## config.mk

```make
export PLATFORM = sky130hd
export DESIGN_NAME = multi_edge_detector
export DESIGN_NICKNAME = d
export VERILOG_FILES = /design/src/rtl/freq_meter_pkg.sv /design/src/rtl/edge_det_channel.sv /design/src/rtl/multi_edge_detector.sv
export SDC_FILE = /design/constraint.sdc
export NUM_CORES = 1
export LEC_CHECK = 0
export ABC_AREA = 1
export CAP_MARGIN = 20
export CORE_ASPECT_RATIO = 0.75
export CORE_UTILIZATION = 49
export DETAILED_ROUTE_END_ITERATION = 10
export GPL_ROUTABILITY_DRIVEN = 0
export GPL_TIMING_DRIVEN = 0
export PLACE_DENSITY = 0.77
export SLEW_MARGIN = 0
export SYNTH_ARGS = -nofsm -noshare
export SYNTH_HDL_FRONTEND = slang
export SYNTH_HIERARCHICAL = 1
export SYNTH_SLANG_ARGS = --single-unit
export TNS_END_PERCENT = 30
```

## constraint.sdc

```tcl
create_clock -name clk -period 1.5 [get_ports clk]
set_clock_uncertainty 0.15 [all_clocks]
set_input_delay 0.225 -clock clk [delete_from_list [all_inputs] [get_ports clk]]
set_output_delay 0.225 -clock clk [all_outputs]
set_load 0.01 [all_outputs]
```

## src/rtl/freq_meter_pkg.sv

```systemverilog
// Shared definitions for the frequency-meter front end: edge-mode encoding
// and the helper that decides whether a level transition is reportable.
package freq_meter_pkg;

    typedef enum logic [1:0] {
        MODE_OFF  = 2'b00,
        MODE_RISE = 2'b01,
        MODE_FALL = 2'b10,
        MODE_BOTH = 2'b11
    } edge_mode_e;

    // new_level is the level being entered, so 1 means a 0->1 transition.
    function automatic logic edge_qualifies(input edge_mode_e m, input logic new_level);
        logic hit;
        hit = 1'b0;
        case (m)
            MODE_RISE: hit = new_level;
            MODE_FALL: hit = ~new_level;
            MODE_BOTH: hit = 1'b1;
            default:   hit = 1'b0;
        endcase
        return hit;
    endfunction

endpackage

```

## src/rtl/edge_det_channel.sv

```systemverilog
// One edge-detector channel: synchroniser, stability filter, mode-qualified
// edge pulse, sticky pending flag and saturating edge counter.
module edge_det_channel
    import freq_meter_pkg::*;
#(
    parameter int SYNC_STAGES = 2,
    parameter int FILTER_LEN  = 4,
    parameter int CNT_W       = 16
) (
    input  logic             clk,
    input  logic             rst_n,
    input  logic             sig_in,
    input  logic [1:0]       mode,
    input  logic             clr,
    output logic             level,
    output logic             detect,
    output logic             pending,
    output logic [CNT_W-1:0] edge_cnt
);

    localparam int               FC_W    = $clog2(FILTER_LEN) + 1;
    localparam logic [FC_W-1:0]  FC_LAST = FC_W'(FILTER_LEN - 1);
    localparam logic [CNT_W-1:0] CNT_MAX = '1;

    logic [SYNC_STAGES-1:0] r_sync;
    logic [FC_W-1:0]        r_fc;
    logic                   r_level;
    logic                   r_detect;
    logic                   r_pending;
    logic [CNT_W-1:0]       r_cnt;

    logic                   w_s;
    logic                   w_accept;

    assign w_s      = r_sync[SYNC_STAGES-1];
    assign w_accept = (w_s != r_level) && (r_fc == FC_LAST);

    always_ff @(posedge clk or negedge rst_n) begin
        if (!rst_n) begin
            r_sync <= '0;
        end else begin
            r_sync <= {r_sync[SYNC_STAGES-2:0], sig_in};
        end
    end

    // fc counts consecutive cycles the synchronised input has disagreed with
    // level; any agreement restarts it, so a glitch can never be accepted.
    always_ff @(posedge clk or negedge rst_n) begin
        if (!rst_n) begin
            r_fc     <= '0;
            r_level  <= 1'b0;
            r_detect <= 1'b0;
        end else begin
            r_detect <= 1'b0;
            if (w_s == r_level) begin
                r_fc <= '0;
            end else if (w_accept) begin
                r_level  <= w_s;
                r_fc     <= '0;
                r_detect <= edge_qualifies(edge_mode_e'(mode), w_s);
            end else begin
                r_fc <= r_fc + FC_W'(1);
            end
        end
    end

    // Pending and the counter react to the registered pulse, so a clear that
    // arrives while detect is visible still loses to that edge.
    always_ff @(posedge clk or negedge rst_n) begin
        if (!rst_n) begin
            r_pending <= 1'b0;
            r_cnt     <= '0;
        end else begin
            if (r_detect) begin
                r_pending <= 1'b1;
            end else if (clr) begin
                r_pending <= 1'b0;
            end

            if (clr) begin
                r_cnt <= r_detect ? CNT_W'(1) : '0;
            end else if (r_detect && (r_cnt != CNT_MAX)) begin
                r_cnt <= r_cnt + CNT_W'(1);
            end
        end
    end

    assign level    = r_level;
    assign detect   = r_detect;
    assign pending  = r_pending;
    assign edge_cnt = r_cnt;

endmodule

```

## src/rtl/multi_edge_detector.sv

```systemverilog
// N-channel edge detector for the frequency-meter front end: one independent
// edge_det_channel per input plus the combined pending flag.
module multi_edge_detector
    import freq_meter_pkg::*;
#(
    parameter int N_CH        = 4,
    parameter int SYNC_STAGES = 2,
    parameter int FILTER_LEN  = 4,
    parameter int CNT_W       = 16
) (
    input  logic                  clk,
    input  logic                  rst_n,
    input  logic [N_CH-1:0]       sig_in,
    input  logic [2*N_CH-1:0]     mode,
    input  logic [N_CH-1:0]       clr,
    output logic [N_CH-1:0]       level,
    output logic [N_CH-1:0]       detect,
    output logic [N_CH-1:0]       pending,
    output logic [N_CH*CNT_W-1:0] edge_cnt,
    output logic                  any_pend
);

    genvar gi;
    generate
        for (gi = 0; gi < N_CH; gi++) begin : g_ch
            edge_det_channel #(
                .SYNC_STAGES (SYNC_STAGES),
                .FILTER_LEN  (FILTER_LEN),
                .CNT_W       (CNT_W)
            ) u_ch (
                .clk      (clk),
                .rst_n    (rst_n),
                .sig_in   (sig_in[gi]),
                .mode     (mode[2*gi +: 2]),
                .clr      (clr[gi]),
                .level    (level[gi]),
                .detect   (detect[gi]),
                .pending  (pending[gi]),
                .edge_cnt (edge_cnt[gi*CNT_W +: CNT_W])
            );
        end
    endgenerate

    assign any_pend = |pending;

endmodule

```

## Yosys cells after proc, flatten, opt, wreduce, memory -nomap -nowiden

Cells that the tools add are included.

| storage, ports and cells | value |
|---|---|
| bits in registers | 96 |
| logic and storage cells | 129 |
| bits of input ports | 18 |

| operators by class | value |
|---|---|
| equality and inequality tests | 28 |
| mux-type cells | 40 |
| bitwise gates (word level) | 8 |
| reduce and logical (&&, ||, !) cells | 21 |
| add/sub/neg operators | 8 |

Operators with widths:

| cell | count |
|---|---|
| two-way mux 16 bit | 8 |
| adder 16 x 1 -> 16 bit, second input constant | 4 |
| != test 16 bit, second input constant | 4 |
| two-way mux 3 bit | 8 |
| two-way mux 1 bit | 20 |
| equality test 2 bit, second input constant | 8 |
| nonzero test 2 bit | 8 |
| adder 3 x 1 -> 3 bit, second input constant | 4 |
| equality test 3 x 2 -> 1 bit, second input constant | 4 |
| case mux 1 bit (3 select lines) | 4 |
| equality test 2 x 1 -> 1 bit, second input constant | 4 |
| logical AND 1 bit | 8 |
| NOT 1 bit | 8 |
| AND reduction 2 bit | 4 |
| equality test 1 bit | 4 |
| != test 1 bit | 4 |
| OR reduction 4 bit | 1 |

## Logic depth before layout (Yosys ltp)

Gate-level depths: netlist of the first run.

| depth | value |
|---|---|
| depth after elaboration | 4 |
| gate-level depth with buffers | 9 |
| mapped depth without buffers | 9 |

## Modules after synthesis

The synthesis of the first run kept the hierarchy.

Modules (own cells, without submodules):

| module | cells an instance | area each (um^2) | seq. area each (um^2) | instances |
|---|---|---|---|---|
| edge_det_channel | 183 | 1,406.3 | 600.6 | 4 |
| multi_edge_detector | 3 | 11.3 | 0.0 | 1 |

## Worst setup path before layout of the first run

No wires, ideal clock.

| timing path | value |
|---|---|
| kind | reg-to-reg |
| start point | register g_ch[0].u_ch.r_cnt[0] |
| end point | register g_ch[0].u_ch.r_cnt[11] |
| stages on the path, launching flop included | 9 |
| period minus slack after synthesis | 1.566 ns |
| setup time | 0.079 ns |
| required time | 1.271 ns |
| setup slack | -0.066 ns |
| arrival | 1.337 ns |
| buffers on the path | 1 |
| path through | dfrtp_1 ha_1 nand3_2 nor2_4 nand2_2 nand2_4 buf_6 nand3_1 o21ai_1 |

| between the ends | value |
|---|---|
| cells in the longest elaborated chain, start to end | 3 |
| elaborated cells on any way between the ends | 6 |
| classes of those cells | add/sub: 1; eq/ne: 1; mux: 2; reduce/logical: 2 |

RTL lines:

| element | RTL line | text |
|---|---|---|
| from (decl) | edge_det_channel.sv:30 | `logic [CNT_W-1:0] r_cnt;` |
| from (signal assigned) | edge_det_channel.sv:81 | `r_cnt <= r_detect ? CNT_W'(1) : '0;` |
| from (signal assigned) | edge_det_channel.sv:83 | `r_cnt <= r_cnt + CNT_W'(1);` |
| adder 16 x 1 -> 16 bit or != test 16 bit (tied branches) | edge_det_channel.sv:83, edge_det_channel.sv:82 |  |
| two-way mux 16 bit or logical AND 1 bit (tied branches) | edge_det_channel.sv:82 | `end else if (r_detect && (r_cnt != CNT_MAX)) begin` |
| two-way mux 16 bit or nonzero test 2 bit (tied branches) | -- |  |

Parallel ways exist; a longest one is shown, timed or not. The select of a mux whose other input is x is not followed.
A chain may end at the register's enable or synchronous reset.

## Final worst setup path of the first run

| timing path | value |
|---|---|
| start point | register g_ch[1].u_ch.r_cnt[0] |
| end point | register g_ch[1].u_ch.r_cnt[1] |

| between the ends | value |
|---|---|
| cells in the longest elaborated chain, start to end | 3 |
| elaborated cells on any way between the ends | 6 |
| classes of those cells | add/sub: 1; eq/ne: 1; mux: 2; reduce/logical: 2 |

RTL lines:

| element | RTL line |
|---|---|
| from (decl) | edge_det_channel.sv:30 |
| from (signal assigned) | edge_det_channel.sv:81 |
| from (signal assigned) | edge_det_channel.sv:83 |
| adder 16 x 1 -> 16 bit or != test 16 bit (tied branches) | edge_det_channel.sv:83, edge_det_channel.sv:82 |
| two-way mux 16 bit or logical AND 1 bit (tied branches) | edge_det_channel.sv:82 |
| two-way mux 16 bit or nonzero test 2 bit (tied branches) | -- |

Parallel ways exist; a longest one is shown, timed or not. The select of a mux whose other input is x is not followed.

==> metrics.txt, run 1 <==
first-pass GRT wire length 24,800 um; Area growth syn-to-layout 45.1%; met3 global-route usage 6.91%; Overflow after GRT 0; # fillers 781; # DRC 0; Starting Density 50.9%; vias in the first global route 5,065; failing checks negative setup slack; combinational group share of total power 16.7%; Cell Pwr Density 785 nW/um^2; htree depth 3; Seq/Total Area, Yosys 42.6%; antenna violations before repair 0; Synth cell types 22; Mapped Cells 735; max-slew violations 0; post-DR vias/cell 5.55; Hold Path Stages 1; gr busiest metal met2; drt total wl 17,100 um; core area 11,100 um^2; Finish-stage setup viols 63; MaxCap Viol Count 0; Clk Latency, worst-skew pair 0.35 ns; Ant. Diodes 0; Ports 95; Cell Rows 33; Int Power 4.60 mW; leak pwr 4.01 nW; Switch Pwr 1.82 mW; Startpoint Class flip-flop; Clock Sinks 96; syn avg cell area 7.67 um^2; largest net degree at the start of global routing 74; most frequent cells in the layout 185 x nand2_1, 84 x buf_4, 77 x nand3_1, 70 x inv_1, 56 x dfrtp_2; status finished, violations left; WHS 0.159 ns; FMAX 611 MHz; Worst VDD drop 0.000696 V; Worst Hold Class in -> reg; Root Buffer clkbuf_16; PnR worst setup slack -0.138 ns; Global Route Usage Sum 26.7%; Slew @ Worst Pin 0.402 ns; drt pass-1 iters 6; Post-Syn Area 5640 um^2; via count 5,925; Post-DRT Antenna Nets 0; DIE AREA 11,900 um^2; final net count 949; r2r worst-path depth 9; Yosys warning total 6; Clock Pin Slew Worst Setup and Hold Paths 0.07 ns; Critical Path AT 1.73 ns; Clk pwr share 37.6%; critical path peak fanout 7; RSZ-0062 raised after global routing yes; Routed WL per cell 16.0 um; GR Util met1 37.0%; DP Wirelength 10,300 um; crit share post-route 109%; Tot Pwr 6.42 mW; PortBufs 94; Final Hold Vio Count 0; min Tclk post-route 1.64 ns; die height 94.9 um; CTS Buf Count 9; Rel. slew slack 73.1%; die width 126 um; Crit path required time 1.59 ns; Sequential Power Share 45.7%; DR iter-0 viols 498; TritonCTS clock tree done; Seq cells post-synth 96; CTS Buffer Depth 2; commonest non-fill, non-tap cell in the layout nand2_1; met2 global-route usage 41.6%; Setup crit end kind flip-flop; layout cells sized above 1 34.7%; sw frac 28.3%; Synth Net Count 761; crit path kind reg -> reg
final cells by class:
type                            instances  area, um^2  share of cell area (%)
Tap cell                              140         175                    2.14
Sequential cell                        96        2470                    30.2
Multi-Input combinational cell        551        3310                    40.5
Clock inverter                          6        73.8                   0.903
Buffer                                  8        80.1                   0.979
Clock buffer                           10         239                    2.92
Timing Repair Buffer                  177        1520                    18.6
Inverter                               80         300                    3.67
sequential cells by signal (all words and copies together) (netlist names):
name,count
g_ch.u_ch/detect,4
g_ch.u_ch/edge_cnt,64
g_ch.u_ch/level,4
g_ch.u_ch/pending,4
g_ch.u_ch/r_fc,12
g_ch.u_ch/r_sync,8
metrics by stage:
stage          utilization (%)  setup WS, ns  instance area (um^2)  instances  setup TNS [ns]
2_1_floorplan                -       -0.0146                  5670        735          -0.544
3_3_place_gp              61.3         -3.82                  6790        969         -346.08
3_5_place_dp              61.6        -0.336                  6810        970          -14.89
4_1_cts                   67.7        -0.122                  7490       1024           -3.50
5_1_grt                   73.9        -0.200                  8180       1068           -8.94
6_report                  73.9        -0.138                  8180       1068           -5.54
logic make-up (layout without fill, tap and decap cells):
logic type / count (synthesis) / count (layout) / share of synthesized area, %
buf+inv: 88 / 281 / 6.48
simple gates: 467 / 467 / 39.9
xor+xnor: 32 / 32 / 4.97
flops: 96 / 96 / 42.6
fa+ha+maj: 8 / 8 / 1.78
compound gates: 40 / 40 / 3.55
mux: 4 / 4 / 0.710
synthesized netlist by cell type, drive strengths merged:
cell / n / share of area, %
buf: 8 / 1.2
dfrtp: 96 / 43
ha: 8 / 1.8
inv: 80 / 5.3
mux2i: 4 / 0.71
nand2: 233 / 17
nand3: 104 / 9.6
nand3b: 12 / 1.6
nand4: 12 / 1.3
nor2: 94 / 9.4
nor3: 12 / 1.1
o21ai: 40 / 3.6
xor2: 32 / 5.0
worst max-delay path, stage by stage (launching register included):
cell	delay (ns)
dfrtp_2	0.46
ha_4	0.19
nand2_2	0.07
nor2_2	0.05
nand2_2	0.11
nor2_4	0.05
nor2_4	0.26
nor2_8	0.06
nand2_1	0.09
nand2_1	0.05
routing by layer:
metal | share of wire (%) | up-vias
met5 | 0 | -
met4 | 2.3 | 0
met3 | 8.4 | 40
met2 | 47 | 305
met1 | 42 | 2842
li1 | - | 2738
timing repair:
item | 4_1_cts | 5_1_grt
hold endpoints to repair | 23 | 0
buffers inserted | 37 | 41
cloned | 0 | 3
setup endpoints to repair | 141 | 100
resized for setup | 145 | 140
hold buffers | 1 | 0
pin swaps | 17 | 48
path summary, 6_finish.rpt:
kind	startpoint	slack (ns)	to
worst max-delay path	g_ch[1].u_ch/edge_cnt[0]	-0.14	g_ch[1].u_ch/edge_cnt[1]
max in group asynchronous	rst_n	0.33	g_ch[0].u_ch/edge_cnt[3]
worst min-delay path	sig_in[1]	0.16	g_ch[1].u_ch/r_sync[0]
worst min register to register	g_ch[3].u_ch/r_sync[0]	0.20	g_ch[3].u_ch/r_sync[1]
worst max register to register	g_ch[1].u_ch/edge_cnt[0]	-0.14	g_ch[1].u_ch/edge_cnt[1]
min in group asynchronous	rst_n	0.17	g_ch[3].u_ch/level
power by group through the flow:
stage / combinational [mW] / sequential [mW] / clock, mW
2_1_floorplan: 0.487 / 3.00 / 0
3_3_place_gp: 0.929 / 2.98 / 0
6_report: 1.07 / 2.93 / 2.41
5_1_grt: 1.20 / 2.96 / 2.56
4_1_cts: 0.965 / 2.93 / 2.44
3_5_place_dp: 0.977 / 2.99 / 0
No activity file was read; power rests on OpenSTA's default activity.
==> run 2: changes to the inputs <==
CTS_CLUSTER_DIAMETER = 60   (was unset)
==> results of run 2 <==
Same layout as run 1: the final DEF is identical, and so are final timing and power.
==> variant 1: new RTL, config.mk and constraints of run 1 <==
`FILTER_LEN` is set to 4 in 2 places; all go to 8.
--- a/src/rtl/edge_det_channel.sv
+++ b/src/rtl/edge_det_channel.sv
@@ -4,7 +4,7 @@
     import freq_meter_pkg::*;
 #(
     parameter int SYNC_STAGES = 2,
-    parameter int FILTER_LEN  = 4,
+    parameter int FILTER_LEN  = 8,
     parameter int CNT_W       = 16
 ) (
     input  logic             clk,
--- a/src/rtl/multi_edge_detector.sv
+++ b/src/rtl/multi_edge_detector.sv
@@ -5,7 +5,7 @@
 #(
     parameter int N_CH        = 4,
     parameter int SYNC_STAGES = 2,
-    parameter int FILTER_LEN  = 4,
+    parameter int FILTER_LEN  = 8,
     parameter int CNT_W       = 16
 ) (
     input  logic                  clk,
Function: changed (Yosys sat finds a counterexample within 10 cycles, from zero or initial values and one cycle with rst_n low).
==> variant 1 against run 1 <==
  * The flow still finishes with violations (negative setup slack)
  * Power decreased by 4.5%
  * Design area is 1.7% lower
  * First-iteration DRC count decreased by 22%
  * Global-route usage shrank 0.95 points
  * Routed wire length shrank 7.0%
  * Synthesized area unchanged
  * Critical path depth increased by 2
  * Combinational power is 41% lower
  * Die area stayed put
  * Setup slack worse by 0.11 ns
  * Sequential cell count up 4
  * Clock power rose by 5%
  * Maximum frequency down 6.5%
  * Critical path type unchanged
  * Critical endpoint is now g_ch[2].u_ch/edge_cnt[10]$_DFFE_PN0P_
==> variant 1: results (changes against run 1) <==
{
  "worst_r2r_startpoint": {"value": "g_ch[2].u_ch/edge_cnt[1]$_DFFE_PN0P_"},
  "synthesis.nets": {"value": 769, "change": "+1.1%"},
  "place_worst_setup_slack": {"value": -0.331, "unit": "ns", "change": "+0.00559 ns"},
  "timing.final.setup_violations": {"value": 63, "change": "unchanged"},
  "run_status": {"value": "finished, violations left"},
  "placedInstanceArea": {"value": 6750, "unit": "sq um", "change": "-0.88%"},
  "total_wirelength": {"value": 15900, "unit": "um", "change": "-7.0%"},
  "maximum_number_of_pins_on_one_net_before_global_route_repair": {"value": 54, "change": "-27%"},
  "cp_max_fo": {"value": 6, "change": "-1"},
  "global_route.usage.total": {"value": 25.7, "unit": "%", "change": "-0.95 points"},
  "cpPeakStageDelay": {"value": 0.39, "unit": "ns", "change": "-0.07 ns"},
  "post-dp-hpwl": {"value": 9670, "unit": "um", "change": "-6.5%"},
  "power_leakage": {"value": 4.53, "unit": "nW", "change": "+13%"},
  "reg2reg_slack": {"value": -0.25, "unit": "ns", "change": "-0.11 ns"},
  "drt_pass1_iterations": {"value": 5, "change": "-1"},
  "cp_data_arrival_time": {"value": 1.83, "unit": "ns", "change": "+0.10 ns"},
  "p_sw": {"value": 1.46, "unit": "mW", "change": "-20%"},
  "insertion_delay": {"value": 0.33, "unit": "ns", "change": "-0.02 ns"},
  "avgViaCountPerCell": {"value": 5.52, "change": "-0.49%"},
  "worst_vdd_rail_ir_drop": {"value": 0.000639, "unit": "V", "change": "-8.2%"},
  "yosysSeqAreaShare": {"value": 44.4, "unit": "%", "change": "+1.8 points"},
  "filler_cell_count": {"value": 803, "change": "+2.8%"},
  "critPathSlowestCell": {"value": "sky130_fd_sc_hd__dfrtp_1"},
  "synth_commonest_cells": {"value": "sky130_fd_sc_hd__nand2_1 (257), sky130_fd_sc_hd__dfrtp_1 (100), sky130_fd_sc_hd__nor2_1 (82)"},
  "synth_cell_type_count": {"value": 24, "change": "+9.1%"},
  "synth_compound_gate_area_share": {"value": 3.73, "unit": "%", "change": "+0.18 points"},
  "final_net_count": {"value": 941, "change": "-0.84%"},
  "finalWorstSetupSlack": {"value": -0.252, "unit": "ns", "change": "-0.115 ns"},
  "drive_gt1_share": {"value": 27.2, "unit": "%", "change": "-7.5 points"},
  "violations_in_the_final_reports": {"value": "negative setup slack"},
  "grt_first_pass_wirelength": {"value": 24700, "unit": "um", "change": "-0.50%"},
  "worst_slew_margin_rel": {"value": 56.9, "unit": "%", "change": "-16 points"},
  "worst_r2r_endpoint": {"value": "g_ch[2].u_ch/edge_cnt[10]$_DFFE_PN0P_"}
}
## variant 1: cell count changes in the layout (fill, tap and decap cells not counted), moves of 16 or more
cell	run 1	this run
sky130_fd_sc_hd__o21ai_1	29	12
sky130_fd_sc_hd__nor2_1	49	68
sky130_fd_sc_hd__dfrtp_2	56	40
sky130_fd_sc_hd__nand4_1	12	48
sky130_fd_sc_hd__buf_4	84	63
sky130_fd_sc_hd__nand3_2	21	2
sky130_fd_sc_hd__nand3_1	77	58
sky130_fd_sc_hd__dfrtp_1	40	60
sky130_fd_sc_hd__dlymetal6s2s_1	0	40
sky130_fd_sc_hd__nand2_1	185	217
sky130_fd_sc_hd__inv_1	70	52
## variant 1: worst max-delay path, delay by kind of cell, from the launching register on
kind / cells / cell delay, ns
and+or+nand+nor: 8 / 0.65
DFF: 1 / 0.39
buffers and inverters: 2 / 0.30
adders and majority gates: 1 / 0.17
## variant 1: metal layers
| layer | track usage (%) | vias to the layer above | part of all wire (%) |
|---|---|---|---|
| met5 | 0 | - | 0 |
| met4 | 9.64 | 0 | 1.8 |
| met3 | 5.16 | 40 | 7.5 |
| met2 | 43.7 | 284 | 49 |
| met1 | 32.8 | 2791 | 41 |
| li1 | - | 2737 | - |
## variant 1: logic make-up (layout without fill, tap and decap cells)
| kind of cell | after synthesis | count (layout) |
|---|---|---|
| AND/OR/NAND/NOR | 499 | 499 |
| XOR/XNOR | 20 | 20 |
| buffers and inverters | 76 | 253 |
| AO/OA/AOI/OAI | 40 | 40 |
| adder cells (fa/ha/maj) | 8 | 8 |
| flip-flops | 100 | 100 |
## variant 1: power groups by stage
stage	registers (mW)	logic, mW	clock network (mW)
finish	2.96	0.629	2.54
global route	2.98	0.705	2.70
CTS	2.96	0.606	2.60
detailed placement	3.01	0.540	0
global placement	3.00	0.505	0
floorplan	3.00	0.286	0
## variant 1: cell type report
cell class,count,area (sq um),area share [%]
multi-input combinational,567,3090,38.4
sequential,100,2550,31.8
timing repair buffer,161,1550,19.2
clock buffer,12,256,3.19
inverter,60,225,2.80
tap,140,175,2.18
buffer,16,120,1.49
clock inverter,4,72.6,0.903
## variant 1: through the flow
step	instances	hold slack [ns]	power [mW]
3_5_place_dp	974	0.141	3.55
2_1_floorplan	743	-0.221	3.28
4_1_cts	1041	0.160	6.17
6_report	1060	0.179	6.13
5_1_grt	1060	0.162	6.39
3_3_place_gp	973	0.184	3.50
## variant 1: timing repair
action                                 in CTS  in global routing
endpoints found under the hold margin      47                  0
setup buffers                              44                 18
resized for setup                         101                123
setup endpoints to repair                 141                119
cloned                                      6                  1
hold buffers                                1                  0
pin swaps                                  22                 30
==> variant 2: new RTL, flow settings as in run 1 <==
Without the edit above. Reset style: synchronous (`rst_n`), changed in 3 clocked blocks.
--- a/src/rtl/edge_det_channel.sv
+++ b/src/rtl/edge_det_channel.sv
@@ -35,7 +35,7 @@
     assign w_s      = r_sync[SYNC_STAGES-1];
     assign w_accept = (w_s != r_level) && (r_fc == FC_LAST);
 
-    always_ff @(posedge clk or negedge rst_n) begin
+    always_ff @(posedge clk) begin
         if (!rst_n) begin
             r_sync <= '0;
         end else begin
@@ -45,7 +45,7 @@
 
     // fc counts consecutive cycles the synchronised input has disagreed with
     // level; any agreement restarts it, so a glitch can never be accepted.
-    always_ff @(posedge clk or negedge rst_n) begin
+    always_ff @(posedge clk) begin
         if (!rst_n) begin
             r_fc     <= '0;
             r_level  <= 1'b0;
@@ -66,7 +66,7 @@
 
     // Pending and the counter react to the registered pulse, so a clear that
     // arrives while detect is visible still loses to that edge.
-    always_ff @(posedge clk or negedge rst_n) begin
+    always_ff @(posedge clk) begin
         if (!rst_n) begin
             r_pending <= 1'b0;
             r_cnt     <= '0;
Check against the original RTL: differs if rst_n is asserted again (counterexample within 10 cycles, from zero or initial values and one cycle with rst_n low); with rst_n held inactive, the same outputs for 10 cycles.
==> variant 2 against run 1 <==
  * The run still ends with negative setup slack left
  * Non-clock buffer count down 48
  * Synthesized cell count is 7.1% higher
  * Maximum frequency shrank 7.0%
  * Critical endpoint is now g_ch[2].u_ch/edge_cnt[2]$_SDFFE_PN0P_
  * Design area decreased by 8.7%
  * Synthesized area decreased by 6.7%
  * Largest cell class unchanged
  * Sequential cell count did not move
  * Routed wire length is 10% lower
  * Setup slack got worse by 0.12 ns
  * Die area is 6.5% lower
Power is not compared: it rests on default switching activity, and its combinational part moved more than twofold at a synthesized area within 25%.
==> variant 2: results (changes against run 1) <==
{
  "run_status": {"value": "finished, violations left"},
  "violations_in_the_final_reports": {"value": "negative setup slack"},
  "min_delay_path_depth": {"value": 3, "change": "+2"},
  "grt_first_pass_wirelength": {"value": 24800, "unit": "um", "change": "-0.14%"},
  "timing.final.setup_violations": {"value": 64, "change": "+1.6%"},
  "tightestPinTransition": {"value": 0.473, "unit": "ns", "change": "+0.0718 ns"},
  "drt_pass1_iterations": {"value": 5, "change": "-1"},
  "drt_first_iter_violations": {"value": 384, "change": "-23%"},
  "synth_cell_type_count": {"value": 20, "change": "-9.1%"},
  "yosysSeqAreaShare": {"value": 36.5, "unit": "%", "change": "-6.1 points"},
  "total_wirelength": {"value": 15400, "unit": "um", "change": "-10%"},
  "avgViaCountPerCell": {"value": 5.41, "change": "-2.5%"},
  "timing.critical_path.max_delay_family": {"value": "simple AND/OR/NAND/NOR gates"},
  "groute.layer.met3.usage": {"value": 7.09, "unit": "%", "change": "+0.18 points"},
  "min_delay_worst_endpoint": {"value": "g_ch[2].u_ch/r_sync[1]$_SDFF_PN0_"},
  "detailroute.wirelength.met2": {"value": 7470, "unit": "um", "change": "-6.5%"},
  "synth-async-reset-ratio": {"value": 0, "unit": "%", "change": "-100 points"},
  "met3RoutedLength": {"value": 1120, "unit": "um", "change": "-22%"},
  "global_route.usage.total": {"value": 27.7, "unit": "%", "change": "+1.1 points"},
  "maximum_number_of_pins_on_one_net_before_global_route_repair": {"value": 18, "change": "-76%"},
  "cp_max_fo": {"value": 6, "change": "-1"},
  "wl_met1": {"value": 6480, "unit": "um", "change": "-11%"},
  "post-dp-hpwl": {"value": 10100, "unit": "um", "change": "-2.7%"},
  "finalWorstSetupSlack": {"value": -0.262, "unit": "ns", "change": "-0.124 ns"},
  "critPathSlowestCell": {"value": "sky130_fd_sc_hd__dfxtp_4"},
  "grt_pass1_vias": {"value": 5412, "change": "+6.9%"},
  "groute.layer.met1.usage": {"value": 34.4, "unit": "%", "change": "-2.6 points"},
  "synthesis.nets": {"value": 817, "change": "+7.4%"},
  "global_route.usage.met2": {"value": 46.4, "unit": "%", "change": "+4.8 points"},
  "cp_data_arrival_time": {"value": 1.88, "unit": "ns", "change": "+0.15 ns"},
  "final_net_count": {"value": 959, "change": "+1.1%"},
  "drive_gt1_share": {"value": 27.7, "unit": "%", "change": "-7.0 points"},
  "placedInstanceArea": {"value": 6460, "unit": "sq um", "change": "-5.1%"},
  "worst_r2r_endpoint": {"value": "g_ch[2].u_ch/edge_cnt[2]$_SDFFE_PN0P_"},
  "synthTopCellsByArea": {"value": "sky130_fd_sc_hd__dfxtp_1 (37%), sky130_fd_sc_hd__nand2_1 (14%), sky130_fd_sc_hd__nand3_1 (12%), sky130_fd_sc_hd__nor2_1 (7.6%), sky130_fd_sc_hd__inv_1 (6.3%)"},
  "place_worst_setup_slack": {"value": -0.571, "unit": "ns", "change": "-0.234 ns"},
  "worst_r2r_path_depth": {"value": 8, "change": "-1"}
}
## variant 2: cell types whose count changed in the layout (fill, tap and decap cells not counted), sizes merged, moves of 14 or more
cell,change
dfrtp,-96
dfxtp,+96
buf,-58
a21oi,+48
dlygate4sd2,+31
nand3,+20
nor2,+20
o21ai,-16
nand2,-14
## variant 2: through the flow
step	power (mW)	cells	hold WS [ns]	setup TNS (ns)
after floorplan	2.81	787	0.173	-2.14
final	5.23	1070	0.0435	-8.32
after detailed placement	2.95	1016	0.252	-28.42
after global routing	5.41	1070	0.0436	-12.69
after global placement	2.94	1016	0.242	-27.65
after CTS	5.27	1059	0.0381	-6.86
## variant 2: what timing repair did
| item | 4_1_cts | 5_1_grt |
|---|---|---|
| gates resized for setup | 212 | 61 |
| buffers inserted | 25 | 12 |
| pin swaps | 33 | 34 |
| setup endpoints to repair | 141 | 65 |
| cloned | 2 | 0 |
## variant 2: power by group through the flow
| stage | Combinational, mW | Sequential (mW) | Clock (mW) |
|---|---|---|---|
| floorplan | 0.157 | 2.65 | 0 |
| global placement | 0.294 | 2.65 | 0 |
| detailed placement | 0.300 | 2.65 | 0 |
| CTS | 0.315 | 2.59 | 2.36 |
| global route | 0.362 | 2.59 | 2.46 |
| finish | 0.331 | 2.58 | 2.31 |
## variant 2: logic make-up after synthesis
kind of cell,share of synthesized area [%]
and+or+nand+nor,40.5
adders and majority gates,2.85
buffers and inverters,7.23
AOI/OAI and AO/OA,8.85
DFF,36.5
xor gates and xnor gates,4.00
## variant 2: cell type report
type	count	area [sq um]
Inverter	92	354
Multi-Input combinational cell	593	3400
Tap cell	136	170
Fill cell	862	2910
Clock buffer	10	250
Clock inverter	6	48.8
Sequential cell	96	2040
Timing Repair Buffer	129	1160
Buffer	8	40.0
